<file path="src/rtl/pipe_stage_reg_if.sv">
// -----------------------------------------------------------------------------
// pipe_stage_reg_if
//   Field bundle carried between two pipeline stages of the MIPS core.
//   One instance feeds a stage register (slave side) and another carries the
//   registered copy onward (master side).
//
//   valid    slot holds a real instruction
//   instr    instruction word
//   pc       instruction PC
//   payload  opaque stage data (PAYLOAD_W bits)
//   a3       destination register number
//   rfwr     register-file write enable
//   tnew     cycles until the result is available (TNEW_W bits)
//   exc      ExcCode, 0 = no exception
//   bd       instruction sits in a branch delay slot
// -----------------------------------------------------------------------------
interface pipe_stage_reg_if #(
   parameter int PAYLOAD_W = 64,
   parameter int TNEW_W    = 2
);
   logic                 valid;
   logic [31:0]          instr;
   logic [31:0]          pc;
   logic [PAYLOAD_W-1:0] payload;
   logic [4:0]           a3;
   logic                 rfwr;
   logic [TNEW_W-1:0]    tnew;
   logic [4:0]           exc;
   logic                 bd;

   modport master (
      output valid, instr, pc, payload, a3, rfwr, tnew, exc, bd
   );

   modport slave (
      input valid, instr, pc, payload, a3, rfwr, tnew, exc, bd
   );
endinterface

</file>
<file path="src/rtl/pipe_stage_reg.sv">
// -----------------------------------------------------------------------------
// pipe_stage_reg
//   Generic inter-stage register for the 5-stage MIPS pipeline with CP0.
//   Sits between D/E, E/M or M/W and feeds the hazard unit (tnew, a3, rfwr)
//   and CP0 (pc, bd, exc).  All outputs are registered; there is no
//   combinational path from any input to any output.
//
//   Control priority on each edge: req > flush > stall > load.
//     req   : trap-flush, slot emptied and pc forced to TRAP_PC
//     flush : bubble, slot emptied but pc/bd kept so CP0 still sees a valid
//             EPC/BD if an interrupt lands while the bubble is in this stage
//     stall : every field holds (tnew is not decremented while held)
//     load  : fields copied from src, tnew optionally decremented, exception
//             merged with the one detected in the upstream stage
//
// Ports
//   clk        clock, rising edge
//   reset      asynchronous, active-high
//   stall      hold all stage state
//   flush      insert a bubble, keep pc/bd
//   req        interrupt/exception trap-flush
//   local_exc  ExcCode raised by the upstream stage itself
//   src        incoming stage fields (slave modport)
//   dst        registered stage fields (master modport)
//   stall_cnt  saturating count of edges with stall=1 and req=0
// -----------------------------------------------------------------------------
module pipe_stage_reg #(
   parameter int          PAYLOAD_W = 64,
   parameter int          TNEW_W    = 2,
   parameter bit          DEC_TNEW  = 1'b1,
   parameter logic [31:0] RESET_PC  = 32'h0000_3000,
   parameter logic [31:0] TRAP_PC   = 32'h0000_4180,
   parameter int          CNT_W     = 16
) (
   input  logic                  clk,
   input  logic                  reset,
   input  logic                  stall,
   input  logic                  flush,
   input  logic                  req,
   input  logic [4:0]            local_exc,
   pipe_stage_reg_if.slave       src,
   pipe_stage_reg_if.master      dst,
   output logic [CNT_W-1:0]      stall_cnt
);

   // registered fields
   logic                 valid_q;
   logic [31:0]          instr_q;
   logic [31:0]          pc_q;
   logic [PAYLOAD_W-1:0] payload_q;
   logic [4:0]           a3_q;
   logic                 rfwr_q;
   logic [TNEW_W-1:0]    tnew_q;
   logic [4:0]           exc_q;
   logic                 bd_q;
   logic [CNT_W-1:0]     cnt_q;

   // values presented on a plain load
   logic [TNEW_W-1:0]    tnew_load;
   logic [4:0]           exc_load;

   // Tnew ageing: one stage further down the pipe means one cycle closer to
   // the result being ready.  Saturate at zero so a finished producer never
   // wraps back to "not ready".
   generate
      if (DEC_TNEW) begin : g_tnew_dec
         always_comb begin
            tnew_load = '0;
            if (src.tnew != '0) begin
               tnew_load = src.tnew - TNEW_W'(1);
            end
         end
      end else begin : g_tnew_pass
         always_comb begin
            tnew_load = src.tnew;
         end
      end
   endgenerate

   // An exception already carried from further upstream belongs to an older
   // event than one raised in the stage just left, so it wins.
   always_comb begin
      exc_load = local_exc;
      if (src.exc != 5'd0) begin
         exc_load = src.exc;
      end
   end

   always_ff @(posedge clk or posedge reset) begin
      if (reset) begin
         valid_q   <= 1'b0;
         instr_q   <= 32'd0;
         pc_q      <= RESET_PC;
         payload_q <= '0;
         a3_q      <= 5'd0;
         rfwr_q    <= 1'b0;
         tnew_q    <= '0;
         exc_q     <= 5'd0;
         bd_q      <= 1'b0;
      end else if (req) begin
         valid_q   <= 1'b0;
         instr_q   <= 32'd0;
         pc_q      <= TRAP_PC;
         payload_q <= '0;
         a3_q      <= 5'd0;
         rfwr_q    <= 1'b0;
         tnew_q    <= '0;
         exc_q     <= 5'd0;
         bd_q      <= 1'b0;
      end else if (flush) begin
         valid_q   <= 1'b0;
         instr_q   <= 32'd0;
         pc_q      <= src.pc;
         payload_q <= '0;
         a3_q      <= 5'd0;
         rfwr_q    <= 1'b0;
         tnew_q    <= '0;
         exc_q     <= 5'd0;
         bd_q      <= src.bd;
      end else if (!stall) begin
         // invalid slots are loaded as given; upstream already zeroes
         // rfwr/tnew for them
         valid_q   <= src.valid;
         instr_q   <= src.instr;
         pc_q      <= src.pc;
         payload_q <= src.payload;
         a3_q      <= src.a3;
         rfwr_q    <= src.rfwr;
         tnew_q    <= tnew_load;
         exc_q     <= exc_load;
         bd_q      <= src.bd;
      end
   end

   // Counts stalled edges regardless of flush; a trap edge is not a stall.
   always_ff @(posedge clk or posedge reset) begin
      if (reset) begin
         cnt_q <= '0;
      end else if (stall && !req && (cnt_q != {CNT_W{1'b1}})) begin
         cnt_q <= cnt_q + CNT_W'(1);
      end
   end

   assign dst.valid   = valid_q;
   assign dst.instr   = instr_q;
   assign dst.pc      = pc_q;
   assign dst.payload = payload_q;
   assign dst.a3      = a3_q;
   assign dst.rfwr    = rfwr_q;
   assign dst.tnew    = tnew_q;
   assign dst.exc     = exc_q;
   assign dst.bd      = bd_q;
   assign stall_cnt   = cnt_q;

endmodule
</file>
<file path="src/flat_wrapper.sv">
// flat-port wrapper written by rule: the top's interface ports become plain ports
module pipe_stage_reg_flat 
#(
   parameter int          PAYLOAD_W = 64,
   parameter int          TNEW_W    = 2,
   parameter bit          DEC_TNEW  = 1'b1,
   parameter logic [31:0] RESET_PC  = 32'h0000_3000,
   parameter logic [31:0] TRAP_PC   = 32'h0000_4180,
   parameter int          CNT_W     = 16
)
  (clk, reset, stall, flush, req, local_exc, stall_cnt, src_valid, src_instr, src_pc, src_payload, src_a3, src_rfwr, src_tnew, src_exc, src_bd, dst_valid, dst_instr, dst_pc, dst_payload, dst_a3, dst_rfwr, dst_tnew, dst_exc, dst_bd);
  pipe_stage_reg_if #(.PAYLOAD_W(PAYLOAD_W), .TNEW_W(TNEW_W)) src_i ();
  pipe_stage_reg_if #(.PAYLOAD_W(PAYLOAD_W), .TNEW_W(TNEW_W)) dst_i ();
  input  logic clk;
  input  logic reset;
  input  logic stall;
  input  logic flush;
  input  logic req;
  input  logic [4:0] local_exc;
  output logic [CNT_W-1:0] stall_cnt;
  input wire logic [$bits(src_i.valid)-1:0] src_valid;
  input wire logic [$bits(src_i.instr)-1:0] src_instr;
  input wire logic [$bits(src_i.pc)-1:0] src_pc;
  input wire logic [$bits(src_i.payload)-1:0] src_payload;
  input wire logic [$bits(src_i.a3)-1:0] src_a3;
  input wire logic [$bits(src_i.rfwr)-1:0] src_rfwr;
  input wire logic [$bits(src_i.tnew)-1:0] src_tnew;
  input wire logic [$bits(src_i.exc)-1:0] src_exc;
  input wire logic [$bits(src_i.bd)-1:0] src_bd;
  output wire logic [$bits(dst_i.valid)-1:0] dst_valid;
  output wire logic [$bits(dst_i.instr)-1:0] dst_instr;
  output wire logic [$bits(dst_i.pc)-1:0] dst_pc;
  output wire logic [$bits(dst_i.payload)-1:0] dst_payload;
  output wire logic [$bits(dst_i.a3)-1:0] dst_a3;
  output wire logic [$bits(dst_i.rfwr)-1:0] dst_rfwr;
  output wire logic [$bits(dst_i.tnew)-1:0] dst_tnew;
  output wire logic [$bits(dst_i.exc)-1:0] dst_exc;
  output wire logic [$bits(dst_i.bd)-1:0] dst_bd;
  assign src_i.valid = src_valid;
  assign src_i.instr = src_instr;
  assign src_i.pc = src_pc;
  assign src_i.payload = src_payload;
  assign src_i.a3 = src_a3;
  assign src_i.rfwr = src_rfwr;
  assign src_i.tnew = src_tnew;
  assign src_i.exc = src_exc;
  assign src_i.bd = src_bd;
  assign dst_valid = dst_i.valid;
  assign dst_instr = dst_i.instr;
  assign dst_pc = dst_i.pc;
  assign dst_payload = dst_i.payload;
  assign dst_a3 = dst_i.a3;
  assign dst_rfwr = dst_i.rfwr;
  assign dst_tnew = dst_i.tnew;
  assign dst_exc = dst_i.exc;
  assign dst_bd = dst_i.bd;
  pipe_stage_reg #(.PAYLOAD_W(PAYLOAD_W), .TNEW_W(TNEW_W), .DEC_TNEW(DEC_TNEW), .RESET_PC(RESET_PC), .TRAP_PC(TRAP_PC), .CNT_W(CNT_W)) u_core (.clk(clk), .reset(reset), .stall(stall), .flush(flush), .req(req), .local_exc(local_exc), .src(src_i), .dst(dst_i), .stall_cnt(stall_cnt));
endmodule
</file>
<file path="config.mk">
export PLATFORM = sky130hd
export DESIGN_NAME = pipe_stage_reg_flat
export DESIGN_NICKNAME = d
export VERILOG_FILES = /design/src/rtl/pipe_stage_reg_if.sv /design/src/rtl/pipe_stage_reg.sv /design/src/flat_wrapper.sv
export SDC_FILE = /design/constraint.sdc
export NUM_CORES = 1
export LEC_CHECK = 0
export CAP_MARGIN = 10
export CORE_ASPECT_RATIO = 0.75
export CORE_UTILIZATION = 35
export CTS_BUF_LIST = sky130_fd_sc_hd__clkbuf_2
export DETAILED_ROUTE_END_ITERATION = 16
export PLACE_DENSITY = 0.77
export REMOVE_ABC_BUFFERS = 1
export SETUP_SLACK_MARGIN = 0.1
export SLEW_MARGIN = 20
export SYNTH_ARGS = -nofsm -noshare
export SYNTH_HDL_FRONTEND = slang
export SYNTH_SLANG_ARGS = --single-unit
</file>
<file path="constraint.sdc">
create_clock -name clk -period 8.4 [get_ports clk]
set_input_delay 1.68 -clock clk [delete_from_list [all_inputs] [get_ports clk]]
set_output_delay 1.68 -clock clk [all_outputs]
set_load 0.05 [all_outputs]
</file>
Word level (Yosys, flattened, before mapping)
Cells that the tools add are included.
Widths: inputs -> output; s select.
{"block": "word_totals", "out_inout_bits": 159, "wordCells": 48, "reg_bits": 159}
{"block": "classes", "n_eq_ne": 2, "addsub": 2, "n_mux": 29, "reduce_logical": 5}
{"operator": "$mux 32", "count": 6}
{"operator": "$mux 64", "count": 3}
{"operator": "$mux 5", "count": 7}
{"operator": "$add 16x1->16 const B", "count": 1}
{"operator": "$ne 16x16->1 const B", "count": 1}
{"operator": "$mux 1", "count": 9}
{"operator": "$mux 2", "count": 4}
{"operator": "$reduce_bool 5->1", "count": 1}
{"operator": "$ne 3x1->1 const B", "count": 1}
{"operator": "$logic_and 1x1->1", "count": 2}
{"operator": "$reduce_bool 2->1", "count": 1}
{"operator": "$sub 2x1->2 const B", "count": 1}
{"operator": "$logic_not 1->1", "count": 1}

Logic depth before layout (Yosys ltp)
{"block": "logic_depth", "word_depth": 5, "depth_mapped": 5, "ltp_nobuf": 5}

Worst setup path after synthesis
Ideal clock, no wire load.
{"block": "synth_path", "kind": "input -> register", "startpoint": "input port req", "endpoint": "register u_core.cnt_q[11], in the netlist u_core.stall_cnt[11]", "required_time_ns": 8.318, "t_arrival_ns": 2.793, "slack_ns": 5.525, "setup_ns": 0.082, "n_path_buf": 1, "cell_stages": 5, "cell_sequence": "buf_2 -> nand2b_4 -> or4_4 -> nor3_2 -> xor2_1"}
{"block": "synth_via", "elab_chain_len": 3}
{"element": "from (decl)", "line": "flat_wrapper.sv:18", "rtl": "input logic req;"}
{"element": "$logic_not 1->1", "line": "pipe_stage_reg.sv:139", "rtl": "end else if (stall && !req && (cnt_q != {CNT_W{1'b1}})) begin"}
{"element": "$logic_and 1x1->1 (2 in a row)", "line": "pipe_stage_reg.sv:139"}
{"element": "to (signal assigned)", "line": "pipe_stage_reg.sv:140", "rtl": "cnt_q <= cnt_q + CNT_W'(1);"}
{"element": "to (decl)", "line": "pipe_stage_reg.sv:56", "rtl": "logic [CNT_W-1:0] cnt_q;"}
No other way between the ends.
A chain may end at the register's enable or synchronous reset.

Worst setup path after layout
{"block": "layout_path", "startpoint": "register u_core.pc_q[12], in the netlist u_core.dst.pc[12]", "endpoint": "output port dst_pc[12]"}
{"element": "from (decl)", "line": "pipe_stage_reg.sv:49", "rtl": "logic [31:0] pc_q;"}
{"element": "from (signal assigned)", "line": "pipe_stage_reg.sv:113", "rtl": "pc_q <= src.pc;"}
{"element": "from (signal assigned)", "line": "pipe_stage_reg.sv:125", "rtl": "pc_q <= src.pc;"}
{"element": "to (decl)", "line": "flat_wrapper.sv:32", "rtl": "output wire logic [$bits(dst_i.pc)-1:0] dst_pc;"}
No word-level cell between the ends.

==> results.md <==
* Status: finished, final reports clean
* Avg Synthesized Cell Area at 12.7 µm²
* Post-DRT Antenna Nets at 0
* Worst path buffer plus inverter count at 1
* Worst Path Arrival at 2.10 ns
* Vias in the first global route at 4949
* Root Driver: clkbuf_2
* Syn. warnings at 0
* NetSw at 0.566 mW
* Synth Area in Adders at 0.00205
* Reg2reg start: u_core.stall_cnt[0]
* H-tree levels at 4
* Fmax at 264 MHz
* Final Routed Wirelength at 17500 µm
* Post-CTS sizing at 0
* Post-synth EDFFs at 0
* R2R setup slack at 6.35 ns
* Hold EP: u_core.dst.tnew[0]
* Via-to-Cell Ratio at 4.88
* Largest net degree at the start of global routing at 112
* Crit path cell chain: clkdlybuf4s50_1
* First-pass GRT wire length at 26800 µm
* Mux cell area share after synthesis at 0.00431
* TritonCTS clock tree: built
* Diode count at 0
* Synthesized instance count at 480
* Global Route Usage Sum at 0.195
* Row count at 41
* Cell depth of the worst hold path at 2
* PwrDens at 178 mW/mm²
* Slew @ Worst Pin at 0.891 ns
* Worst Clk Skew at 0.0244 ns
* Area added between synthesis and finish at 58.5%
* Post-synthesis cell area at 0.00609 mm²
* DRC violation count after routing at 0
* Max-slew violation count at 0
* CTS Buffer Depth at 2
* Setup violators final at 0
* Placed cells at 978
* GRT Residual Overflow at 0
* Synth unique cells at 37
* I/O Buffers at 311
* Fin cells at 1010
* Die Span X at 154 µm
* RSZ-0062 raised after global routing: no
* CTS buffer count at 17
* WL/cell at 17.4 µm
* Largest family of logic cells by synthesized area: compound AO/OA/AOI/OAI gates
* Share of cells above drive strength 1 at 0.0642
* TNS Setup at 0 ns
* I/O Pins at 312
* Async set-or-reset flop fraction in the synthesized netlist at 1.00
* Clock power frac at 0.266
* Max-cap violations at 0
* CP startpoint kind: register
* Compound-Gate Fraction of Synth Area at 0.198
* Share of total power in sequential cells at 0.495
* Fin crit share at 0.451
* Post-Synth XOR/XNOR Area at 0.0158
* Post-CTS setup buffers at 0
* Reg2Reg Depth at 4
* Critical path required time at 6.72 ns
* Initial Util at 0.360
* Cts hold-fix bufs at 0
* Worst hold start: u_core.dst.tnew[0]
* Die Ht at 116 µm
* Register area share after synthesis at 0.654
* CP Class: register to primary output
* Initial antenna violation count at 0
* Minimum clock period at 3.78 ns
* Hold Slack at 0.513 ns
* Core box area at 0.0169 mm²
* Comb pwr share at 0.239
* DR pass1 iterations at 4
* Final hold violations at 0
* CP top delay family: buffers and inverters
* CP endpoint kind: primary output
* Worst VDD drop at 0.116 mV
* CP max FO at 2
* Largest stage delay, worst path at 0.82 ns
* Pint at 1.15 mW
* Via count at 4932
* HP Class: register to register
* Filler Cells Inserted at 1427
* Switch share at 0.330
* Detailed placement HPWL at 12000 µm
* R2R Path End: u_core.stall_cnt[1]
* DRT iter0 DRCs at 256
* Register bit total from synthesis at 159
* Clock slew at the register clock pins of the worst setup and hold paths at 0.23 ns
* Relative slew slack at 0.406
* Synth Area in Simple Gates at 0.0994
* Nets@finish at 936
* Die area at 0.0179 mm²
* Clock Latency Late Sink at 0.69 ns
* Num Clock Sinks at 159
* Leakage power at 4.20 nW
* Top_reg_cell synth: dfrtp_1
* Slowest CP cell: clkdlybuf4s50_1
* Gpl congestion at 0.835
==> cells in the mapped netlist (all sizes together) (4+ instances only) <==
cell type | n | share of area
nor2 | 11 | 0.0068
buf | 23 | 0.019
a22o | 103 | 0.15
nand2 | 47 | 0.029
nand2b | 31 | 0.033
xor2 | 10 | 0.014
nand4 | 4 | 0.0076
dfrtp | 157 | 0.65
nor3 | 8 | 0.0074
clkbuf | 11 | 0.0068
a21oi | 9 | 0.0074
o21ai | 39 | 0.032
nand3 | 4 | 0.0033
==> area by class of cell <==
type / count / area, µm² / share of cell area
sequential: 159 / 3980 / 0.413
tap: 215 / 269 / 0.0279
timing repair buffer: 317 / 3160 / 0.328
multi-input combinational: 285 / 1950 / 0.203
clock inverter: 14 / 180 / 0.0187
inverter: 2 / 12.5 / 0.00130
clock buffer: 18 / 90.1 / 0.00934
==> registers in the layout, indices dropped and copies added (netlist names) <==
signal	count
u_core.dst.a3	5
u_core.dst.bd	1
u_core.dst.exc	5
u_core.dst.instr	32
u_core.dst.payload	64
u_core.dst.pc	32
u_core.dst.rfwr	1
u_core.dst.tnew	2
u_core.dst.valid	1
u_core.stall_cnt	16
==> metrics by stage <==
stage,area [µm²],util,setup WS [ns],total power [mW]
after floorplan,5930,-,-3.44,1.09
after global placement,9380,0.554,4.49,1.27
after detailed placement,9380,0.554,4.44,1.27
after CTS,9650,0.570,4.50,1.74
after global routing,9650,0.570,4.43,1.80
final,9650,0.570,4.62,1.72
==> worst max-delay path by stage <==
| stage | from | end | slack [ns] | cells after the start |
|---|---|---|---|---|
| global route | u_core.stall_cnt[5] | stall_cnt[5] | 4.43 | 1 |
| floorplan | req | u_core.dst.bd | -3.44 | 2 |
| global placement | req | u_core.dst.pc[25] | 4.49 | 5 |
| CTS | u_core.dst.pc[12] | dst_pc[12] | 4.50 | 1 |
| finish | u_core.dst.pc[12] | dst_pc[12] | 4.62 | 1 |
| detailed placement | req | u_core.dst.pc[25] | 4.44 | 5 |
==> power groups by stage <==
stage               Sequential (mW)  Combinational, mW  Clock, mW
finish                        0.849              0.410      0.456
global route                  0.857              0.433      0.511
CTS                           0.849              0.414      0.477
detailed placement            0.861              0.414          0
global placement              0.861              0.410          0
floorplan                      1.01             0.0793          0
==> cells in the final DEF, fill, tap and decap left out, types with 2 or more instances in the layout <==
master and count:
clkdlybuf4s50_1 311, dfrtp_1 157, a22o_1 103, nand2_1 47
o21ai_0 39, nand2b_1 30, clkbuf_2 18, nor2_1 11
xor2_1 10, a21oi_1 9, nor3_1 6, inv_6 5
buf_4 5, nand3_1 4, bufinv_16 3, clkinvlp_4 3
nor3_2 2, and4_1 2, nand4_1 2, clkinv_4 2
dfstp_2 2
==> metal layers <==
layer  GRT usage  vias up  part of all wire
met1       0.233     2370              0.42
met2       0.317      200              0.47
met5           0        -                 0
li1            -     2351                 -
met3      0.0961       11              0.10
met4      0.0482        0             0.011
==> cell families after synthesis <==
family	after synthesis
flip-flops	159
AO/OA/AOI/OAI	156
AND/OR/NAND/NOR	115
buffers and inverters	36
XOR/XNOR	11
multiplexers	2
adder cells (fa/ha/maj)	1
==> worst reg2reg max path: stages (launching register included) <==
cell and delay, ns:
dfrtp_1 0.46, ha_1 0.25, nand4_2 0.26, o41ai_4 0.66
mux2_4 0.35
Power figures use the tool's default switching activity.
